$ cat config.mk
export PLATFORM = sky130hd
export DESIGN_NAME = shifter_pipe
export DESIGN_NICKNAME = d
export VERILOG_FILES = /design/src/rtl/shifter_pipe.sv
export SDC_FILE = /design/constraint.sdc
export NUM_CORES = 1
export LEC_CHECK = 0
export BUFFER_PORTS_ARGS = -buffer_cell sky130_fd_sc_hd__buf_2
export CAP_MARGIN = 25
export CELL_PAD_IN_SITES_DETAIL_PLACEMENT = 0
export CELL_PAD_IN_SITES_GLOBAL_PLACEMENT = 1
export CORE_MARGIN = 4
export CORE_UTILIZATION = 42
export DETAILED_ROUTE_END_ITERATION = 12
export PLACE_DENSITY = 0.78
export SLEW_MARGIN = 15
export SYNTH_ARGS = -nofsm -noshare
export SYNTH_HDL_FRONTEND = slang
export SYNTH_SLANG_ARGS = --single-unit
$ cat constraint.sdc
create_clock -name clk -period 2.8 [get_ports clk]
set_input_delay 0.7 -clock clk [delete_from_list [all_inputs] [get_ports clk]]
set_output_delay 0.7 -clock clk [all_outputs]
set_load 0.02 [all_outputs]
$ cat src/rtl/shifter_pipe.sv
// Pipelined barrel shifter: one register stage per shift-amount bit, five shift/rotate
// modes, valid/ready handshake with whole-pipeline backpressure.
module shifter_pipe #(
    parameter int WIDTH = 16,
    parameter int SHW   = $clog2(WIDTH)
) (
    input  logic             clk,
    input  logic             rst,
    input  logic             in_valid,
    output logic             in_ready,
    input  logic [WIDTH-1:0] In,
    input  logic [SHW-1:0]   ShAmt,
    input  logic [2:0]       Op,
    output logic             out_valid,
    input  logic             out_ready,
    output logic [WIDTH-1:0] Out,
    output logic             Zero,
    output logic             OpErr
);

    localparam logic [2:0] OP_SLL = 3'b000;
    localparam logic [2:0] OP_SRL = 3'b001;
    localparam logic [2:0] OP_SRA = 3'b010;
    localparam logic [2:0] OP_ROL = 3'b011;
    localparam logic [2:0] OP_ROR = 3'b100;

    function automatic logic is_reserved(input logic [2:0] op);
        is_reserved = (op > OP_ROR);
    endfunction

    // One stage's worth of work: move by 2^k when enabled; reserved ops pass through.
    function automatic logic signed [WIDTH-1:0] stage_shift(
        input logic signed [WIDTH-1:0] d,
        input int                      k,
        input logic                    en,
        input logic [2:0]              op
    );
        logic [WIDTH-1:0] u;
        int               n;
        u = d;
        n = 1 << k;
        stage_shift = d;
        if (en) begin
            case (op)
                OP_SLL:  stage_shift = u << n;
                OP_SRL:  stage_shift = u >> n;
                OP_SRA:  stage_shift = d >>> n;
                OP_ROL:  stage_shift = (u << n) | (u >> (WIDTH - n));
                OP_ROR:  stage_shift = (u >> n) | (u << (WIDTH - n));
                default: stage_shift = d;
            endcase
        end
    endfunction

    logic                    vld_p  [SHW];
    logic signed [WIDTH-1:0] data_p [SHW];
    logic [SHW-1:0]          amt_p  [SHW];
    logic [2:0]              op_p   [SHW];
    logic                    err_p  [SHW];

    logic                    vld_nxt  [SHW];
    logic signed [WIDTH-1:0] data_nxt [SHW];
    logic [SHW-1:0]          amt_nxt  [SHW];
    logic [2:0]              op_nxt   [SHW];
    logic                    err_nxt  [SHW];

    logic stall;

    assign stall    = vld_p[SHW-1] && !out_ready;
    assign in_ready = !stall;

    // Stage inputs; amt is shifted down each stage so bit 0 is always the one in play.
    always_comb begin
        vld_nxt[0]  = in_valid && in_ready;
        data_nxt[0] = stage_shift(In, 0, ShAmt[0], Op);
        amt_nxt[0]  = ShAmt >> 1;
        op_nxt[0]   = Op;
        err_nxt[0]  = is_reserved(Op);
        for (int k = 1; k < SHW; k++) begin
            vld_nxt[k]  = vld_p[k-1];
            data_nxt[k] = stage_shift(data_p[k-1], k, amt_p[k-1][0], op_p[k-1]);
            amt_nxt[k]  = amt_p[k-1] >> 1;
            op_nxt[k]   = op_p[k-1];
            err_nxt[k]  = err_p[k-1];
        end
    end

    // Stage registers p0..p(SHW-1): all advance together or all hold.
    always_ff @(posedge clk or posedge rst) begin
        if (rst) begin
            for (int k = 0; k < SHW; k++) begin
                vld_p[k]  <= 1'b0;
                data_p[k] <= '0;
                amt_p[k]  <= '0;
                op_p[k]   <= '0;
                err_p[k]  <= 1'b0;
            end
        end else if (!stall) begin
            for (int k = 0; k < SHW; k++) begin
                vld_p[k]  <= vld_nxt[k];
                data_p[k] <= data_nxt[k];
                amt_p[k]  <= amt_nxt[k];
                op_p[k]   <= op_nxt[k];
                err_p[k]  <= err_nxt[k];
            end
        end
    end

    assign out_valid = vld_p[SHW-1];
    assign Out       = data_p[SHW-1];
    assign Zero      = (data_p[SHW-1] == '0);
    assign OpErr     = err_p[SHW-1];

endmodule

======== Word level (Yosys, flattened, before mapping) ========
Index checks and enable logic that the tools add are counted.
Widths: inputs -> output; s select.
operators by class
  order comparisons ....................... 1
  eq/ne operators ......................... 16
  multiplexer cells ....................... 8
  bitwise logic cells ..................... 7
  reductions and logical operators ........ 10
operators with widths
  cell                number
  $pmux 16 s5         3
  $mux 16             4
  $pmux 16 s4         1
  $eq 3x2->1 const B  8
  $logic_not 16->1    1
  $or 12x16->16       1
  $or 14x16->16       1
  $or 15x16->16       1
  $or 16x1->16        1
  $or 16x2->16        1
  $or 16x4->16        1
  $or 8x16->16        1
  $eq 3x1->1 const B  4
  $eq 3x3->1 const B  4
  $logic_not 3->1     4
  $gt 3x3->1 const B  1
  $logic_and 1x1->1   2
  $logic_not 1->1     2
  $reduce_or 2->1     1
word-level totals
  register bits after elaboration ......... 87
  bits of input ports ..................... 27
  output and inout bits ................... 20
  word-level logic and storage cells ...... 60

======== Depth between registers and ports, before layout ========
Gate-level depths: netlist of the first run.
  depth in word-level cells ............... 4
  gate-level depth with buffers ........... 7
  mapped depth without buffers ............ 5

======== Worst setup path before layout of the first run ========
No wires, ideal clock.
  path kind ............................... in2out
  start ................................... input port out_ready
  end ..................................... output port in_ready
  arrival ................................. 1,504 ps
  required time ........................... 2,100 ps
  slack ................................... 596 ps
  stages .................................. 4
  path buffers ............................ 2
  path through ............................ nor2b_1 -> inv_2 -> clkbuf_1 -> clkbuf_1
between the ends
  longest elaborated chain between the ends .. 3
RTL lines
  item               RTL line  source
  from (decl)        15        input logic out_ready,
  $logic_not 1->1    69        assign stall = vld_p[SHW-1] && !out_ready;
  $logic_and 1x1->1  69
  $logic_not 1->1    -
  to (decl)          10        output logic in_ready,
No other way between the ends.

======== Worst setup path in the final report of the first run ========
  start ................................... register data_p (netlist bit Out[10])
  end ..................................... output port Zero
between the ends
  longest elaborated chain between the ends .. 1
RTL lines
  item                               RTL line  source
  from (decl)                        56        logic signed [WIDTH-1:0] data_p [SHW];
  from (signal, indexed assignment)  101       data_p[k] <= data_nxt[k];
  $logic_not 16->1                   111       assign Zero = (data_p[SHW-1] == '0);
  to (decl)                          17        output logic Zero,
No other way between the ends.

==> metrics.txt, run 1 <==
status=finished clean; core area=between 10000 and 15000 sq um; crit path DAT=roughly 1500 ps; skew final=between 3 and 4 ps; initial drt markers=about 340; drt via density=between 5 and 6; Die Ht=around 120 um; antenna cells=0; pin count of the biggest net entering global routing=between 80 and 90; Final Hold Fails=0; # Post-CTS Setup Buffers=0; share of cells above drive strength 1=between 10% and 20%; Final period util=78.11%; Syn Std Cell Area=5266 sq um; Die W=roughly 120 um; fin nets=between 600 and 700; WL/cell=about 17 um; Rows=40; syn_area_per_cell=roughly 8.8 sq um; top cell type's share of synthesized area=around two fifths; cell type with the largest total area after synthesis=dfrtp_1; P&R area growth vs syn=8.791%; vias in the first global route=4297; Mapped Cells=a little under 600; Die Area=~14000 sq um; Starting Density=about 43%; root buf cell=clkbuf_16; H-tree Lvls=3; critical path launch point type=register; Placement Cell Area=around 5500 sq um; P_leak=2.392 nW; routed wire length=approximately 13000 um; most frequent cells in the layout=dfrtp_1 (87), nand2_1 (82), nor2_1 (48); setup violators final=0; FF+latch count, synth=87; slew margin rel.=between 40% and 50%; power density over the cells=around 1200 nW/um^2; grt total ovfl=0; clock buffer depth=2; CTS resizes=0; Crit Path Category=reg -> out; crit path capture type=output pin; register area share after synthesis=roughly two fifths; Vias=about 4500; setup TNS=0 ps; Final ANT Viol Nets=0; Clk Latency, worst-skew pair=approximately 340 ps; crit path time final=about 2200 ps; hpwl dp=between 9000 and 10000 um; hold buffers post-CTS=0; fin. max-slew vios=0; number of flops mapped to enable cells by yosys=0; asr flop ratio synth=100.0%; clock-pin slew on the worst setup and hold paths=60 ps; Worst IR Drop VDD=~320 uV; max cap viols=0; IO Port Bufs=46; fin area=around 5700 sq um; worst-path fanout max=3; CTS tree=built; Fmax achieved=457.2 MHz; Worst EP required=between 2000 and 2500 ps; initial antenna violation count=0; most common cell after layout, fill and taps aside=dfrtp_1; Worst Hold Class=reg -> reg; first-pass GRT wire length=22090 um; GRT Resource Usage Total=a little under a fifth; Ys Warns=0; clk sink count=87; DRC=0; routability cong.=0.9039; Fill cells=~1200; RSZ-0062 raised after global routing=no; syn nets=approximately 620; CTS Buf Count=9; Cell variety after synth=between 50 and 60; actual slew at the worst max-slew pin=840.5 ps; dominant cells by area after synthesis=dfrtp_1 (41%), nand2_1 (5.8%), o21ai_0 (3.7%); DRT Pass-1 Iters=7; # IOs=47; Top FF cell, synth=dfrtp_1
## power by group
group	switching [W]	leakage, nW	internal, W
clock	0.000478	0.136	0.000671
combinational	0.00169	1.24	0.00127
sequential	0.000789	1.01	0.00184
## synthesized netlist by cell type, drive strengths merged (3+ instances only)
cell type and instances:
a22oi 5, o22ai 26, nor2 48, or2 4, nand2b 3, clkbuf 34
inv 15, nor4 4, dfrtp 87, and2 14, o21ai 39, a211oi 22
a21boi 9, xor2 3, a222oi 14, nor3b 12, nor3 10, nand2 82
a21oi 39, o31ai 3, a32oi 9, maj3 3, nand3 5, a31oi 4
buf 36, o221ai 19, mux2 26
## final timing paths
check                            from          to  slack [ps]  cells past startpoint
setup / recovery              Out[10]        Zero         610                      3
hold / removal             amt_nxt[9]  amt_nxt[9]         470                      2
setup reg to reg            op_nxt[8]  data_p[43]         730                      4
hold reg to reg            amt_nxt[9]  amt_nxt[9]         470                      2
max in group asynchronous         rst  data_p[34]        1620                      3
min in group asynchronous         rst   out_valid         490                      2
## sequential cells by signal, indices dropped and copies added, names as in the netlist
name       cells
data_p        48
Out           16
op_nxt         9
amt_nxt        3
amt_p          3
err_nxt        3
vld_nxt        3
OpErr          1
out_valid      1
## per-stage QoR
step	total power [W]	worst slack, ps	std cells	hold slack (ps)	util (%)
2_1_floorplan	0.004929	595.6	596	430.0	-
3_3_place_gp	0.005509	521.4	750	445.8	44.83
3_5_place_dp	0.005582	460.7	750	452.8	44.83
4_1_cts	0.006750	522.2	765	466.5	47.11
5_1_grt	0.007241	502.9	765	482.9	47.11
6_report	0.006730	612.9	765	465.4	47.11
## critical path, cell delays in order (launching register included)
cell and delay (ps):
dfrtp_1 390, nor4_1 360, and4_1 240, buf_2 160
## cell type report
class / count / area (sq um) / area share (%)
repair buffers: 56 / 330.3 / 5.765
flip-flops and latches: 87 / 2177 / 38.00
well taps: 168 / 210.2 / 3.669
clock buffers: 15 / 277.8 / 4.848
multi-input cells: 424 / 2674 / 46.67
inverters: 15 / 60.06 / 1.048
## layer usage
metal	wire, um	GRT usage, %	part of all wire, %
met1	5823	23.83	44
met2	6479	31.37	49
met3	590	3.110	4.4
met4	416	9.377	3.1
met5	0	0	0
## logic make-up (layout without fill, tap and decap cells)
logic type               Yosys count  after routing  synth area share (%)
AO/OA/AOI/OAI                    200            200                 25.90
XOR/XNOR                           5              5                 1.331
adder cells (fa/ha/maj)            3              3                0.5702
buffers and inverters             85             86                 8.030
flip-flops                        87             87                 41.34
multiplexers                      28             28                 6.652
AND/OR/NAND/NOR                  188            188                 16.18
No activity file was read; power rests on OpenSTA's default activity.
==> inputs of run 2 (changes only) <==
==> constraint.sdc (replaced) <==
create_clock -name clk -period 2 [get_ports clk]
set_input_delay 0.5 -clock clk [delete_from_list [all_inputs] [get_ports clk]]
set_output_delay 0.5 -clock clk [all_outputs]
set_load 0.02 [all_outputs]
==> metrics.txt, run 2 (same netlist as run 1, synthesis figures left out) <==
clk sink count=87 (unchanged); CTS tree=built; DRT Pass-1 Iters=7 (unchanged); Final ANT Viol Nets=0 (unchanged); CP startpoint=Out[10]; # Post-CTS Setup Buffers=0 (unchanged); clock-pin slew on the worst setup and hold paths=60 ps (about the same); max cap viols=0 (unchanged); setup violators final=0 (unchanged); CTS resizes=1 (+1); initial antenna violation count=0 (unchanged); skew final=4.676 ps (+0.7064 ps); Crit Path Category=reg -> out; Crit path largest cell delay=420 ps (+30 ps); P_leak=2.506 nW (+4.8%); power density over the cells=1679 nW/um^2 (+43%); crit path time final=about 1900 ps; IO Port Bufs=46 (unchanged); crit path capture=Zero; Worst EP required=1500 ps (-600 ps); grt total ovfl=0 (unchanged); setup TNS=0 ps (unchanged); Die Ht=120.0 um (unchanged); Switching Power=0.004224 W (+43%); GRT Resource Usage Total=19.12% (+0.21 points); Worst IR Drop VDD=522.8 uV (+62%); core area=12160 sq um (unchanged); # IOs=47 (unchanged); WL/cell=17.28 um (-0.69%); Vias=4566 (+2.2%); fin. max-slew vios=0 (unchanged); Placement Cell Area=5579 sq um (+2.3%); root buf cell=clkbuf_16; RR Startpoint=op_nxt[4]; clock buffer depth=2 (unchanged); DRC=0 (unchanged); flop2flop setup slack=260 ps (-470 ps); crit path cell chain=nor4_4, and4_1, buf_2; status=finished clean; Net Sw Frac=42.24% (-1.6 points); drt via density=5.869 (+0.49%); hpwl dp=9444 um (+1.5%); antenna cells=0 (unchanged); worst-path fanout max=3 (unchanged); critical path launch point type=register; pin count of the biggest net entering global routing=83 (unchanged); fin area=5957 sq um (+4.0%); Fmax achieved=roughly 520 MHz; largest reg by FF count=data_p; Worst Hold Class=in -> async; Final period util=96.16%; DP Cell Count=762 (+1.6%); fin nets=632 (+1.9%); share of power burned in registers=36.8% (-2.2 points); initial drt markers=410 (+21%); H-tree Lvls=3 (unchanged); CTS Buf Count=9 (unchanged); most common cell after layout, fill and taps aside=dfrtp_1; crit path capture type=output pin; routability cong.=0.9037 (about the same); actual slew at the worst max-slew pin=855.2 ps (+14.74 ps); Final Hold Fails=0 (unchanged); max reg flops=48 (unchanged); Reg2Reg Capture Point=data_p[25]; Finished Layout Cells=778 (+1.7%); Internal Power=0.005775 W (+53%); Clk Latency, worst-skew pair=350 ps (about the same); Logic pwr share=43.1% (-0.8 points); slew margin rel.=42.78% (-0.79 points); share of cells above drive strength 1=20.16% (+2.6 points); Die W=120.0 um (unchanged); routed wire length=13440 um (+1.0%); vias in the first global route=4291 (-0.14%); hold buffers post-CTS=0 (unchanged); clock power share=20.1% (+3.0 points); Final Power=0.009999 W (+49%); Starting Density=43.30% (unchanged); slowest library cell on the worst path=dfrtp_1; Die Area=14390 sq um (unchanged); most frequent cells in the layout=dfrtp_1 (87), nand2_1 (82), nor2_1 (48); crit path DAT=1420 ps (-70 ps); first-pass GRT wire length=22330 um (+1.1%); RSZ-0062 raised after global routing=no; reg2reg path depth=4 (unchanged); P&R area growth vs syn=13.11%; Rows=40 (unchanged)
[run 2: worst min path at each step]
stage / slack (ps) / end / cells after the start / start
floorplan: 430 / vld_nxt[0] / 2 / vld_nxt[0]
CTS: 200 / amt_nxt[8] / 2 / rst
global route: 230 / amt_nxt[8] / 2 / rst
finish: 200 / amt_nxt[8] / 2 / rst
detailed placement: 450 / out_valid / 1 / vld_nxt[0]
global placement: 440 / vld_nxt[0] / 2 / vld_nxt[0]
[run 2: per-stage QoR]
step | hold WS [ps] | worst slack (ps) | utilization, %
final | 198.7 | 76.75 | 48.98
after global routing | 227.4 | 12.60 | 48.98
after CTS | 202.8 | 10.34 | 48.86
after detailed placement | 449.6 | 90.61 | 45.87
after global placement | 442.5 | 93.72 | 45.87
after floorplan | 430.0 | 133.0 | -
[run 2: power groups by stage]
stage          logic [W]  registers, W  clock network (W)
2_1_floorplan    0.00375       0.00315                  0
3_3_place_gp     0.00422       0.00364                  0
3_5_place_dp     0.00430       0.00367                  0
4_1_cts          0.00432       0.00365            0.00205
5_1_grt          0.00478       0.00381            0.00213
6_report         0.00431       0.00368            0.00201
[run 2: final cells by class]
| type | instances | area (sq um) |
|---|---|---|
| Timing Repair Buffer | 68 | 457.9 |
| Clock inverter | 5 | 103.9 |
| Inverter | 15 | 60.06 |
| Multi-Input combinational cell | 424 | 2695 |
| Sequential cell | 87 | 2177 |
| Tap cell | 168 | 210.2 |
| Clock buffer | 11 | 252.7 |
| Fill cell | 1178 | 6205 |
[run 2: routing by layer]
layer	global-route usage, %	routed length, um
met1	25.05	5974
met2	31.40	6545
met3	3.016	610
met4	8.017	311
met5	0	0
[run 2: worst max-delay path, delay by kind of cell (launching register included)]
family / cells / cell delay, ps
simple gates: 2 / 510
flops: 1 / 420
buf+inv: 1 / 160
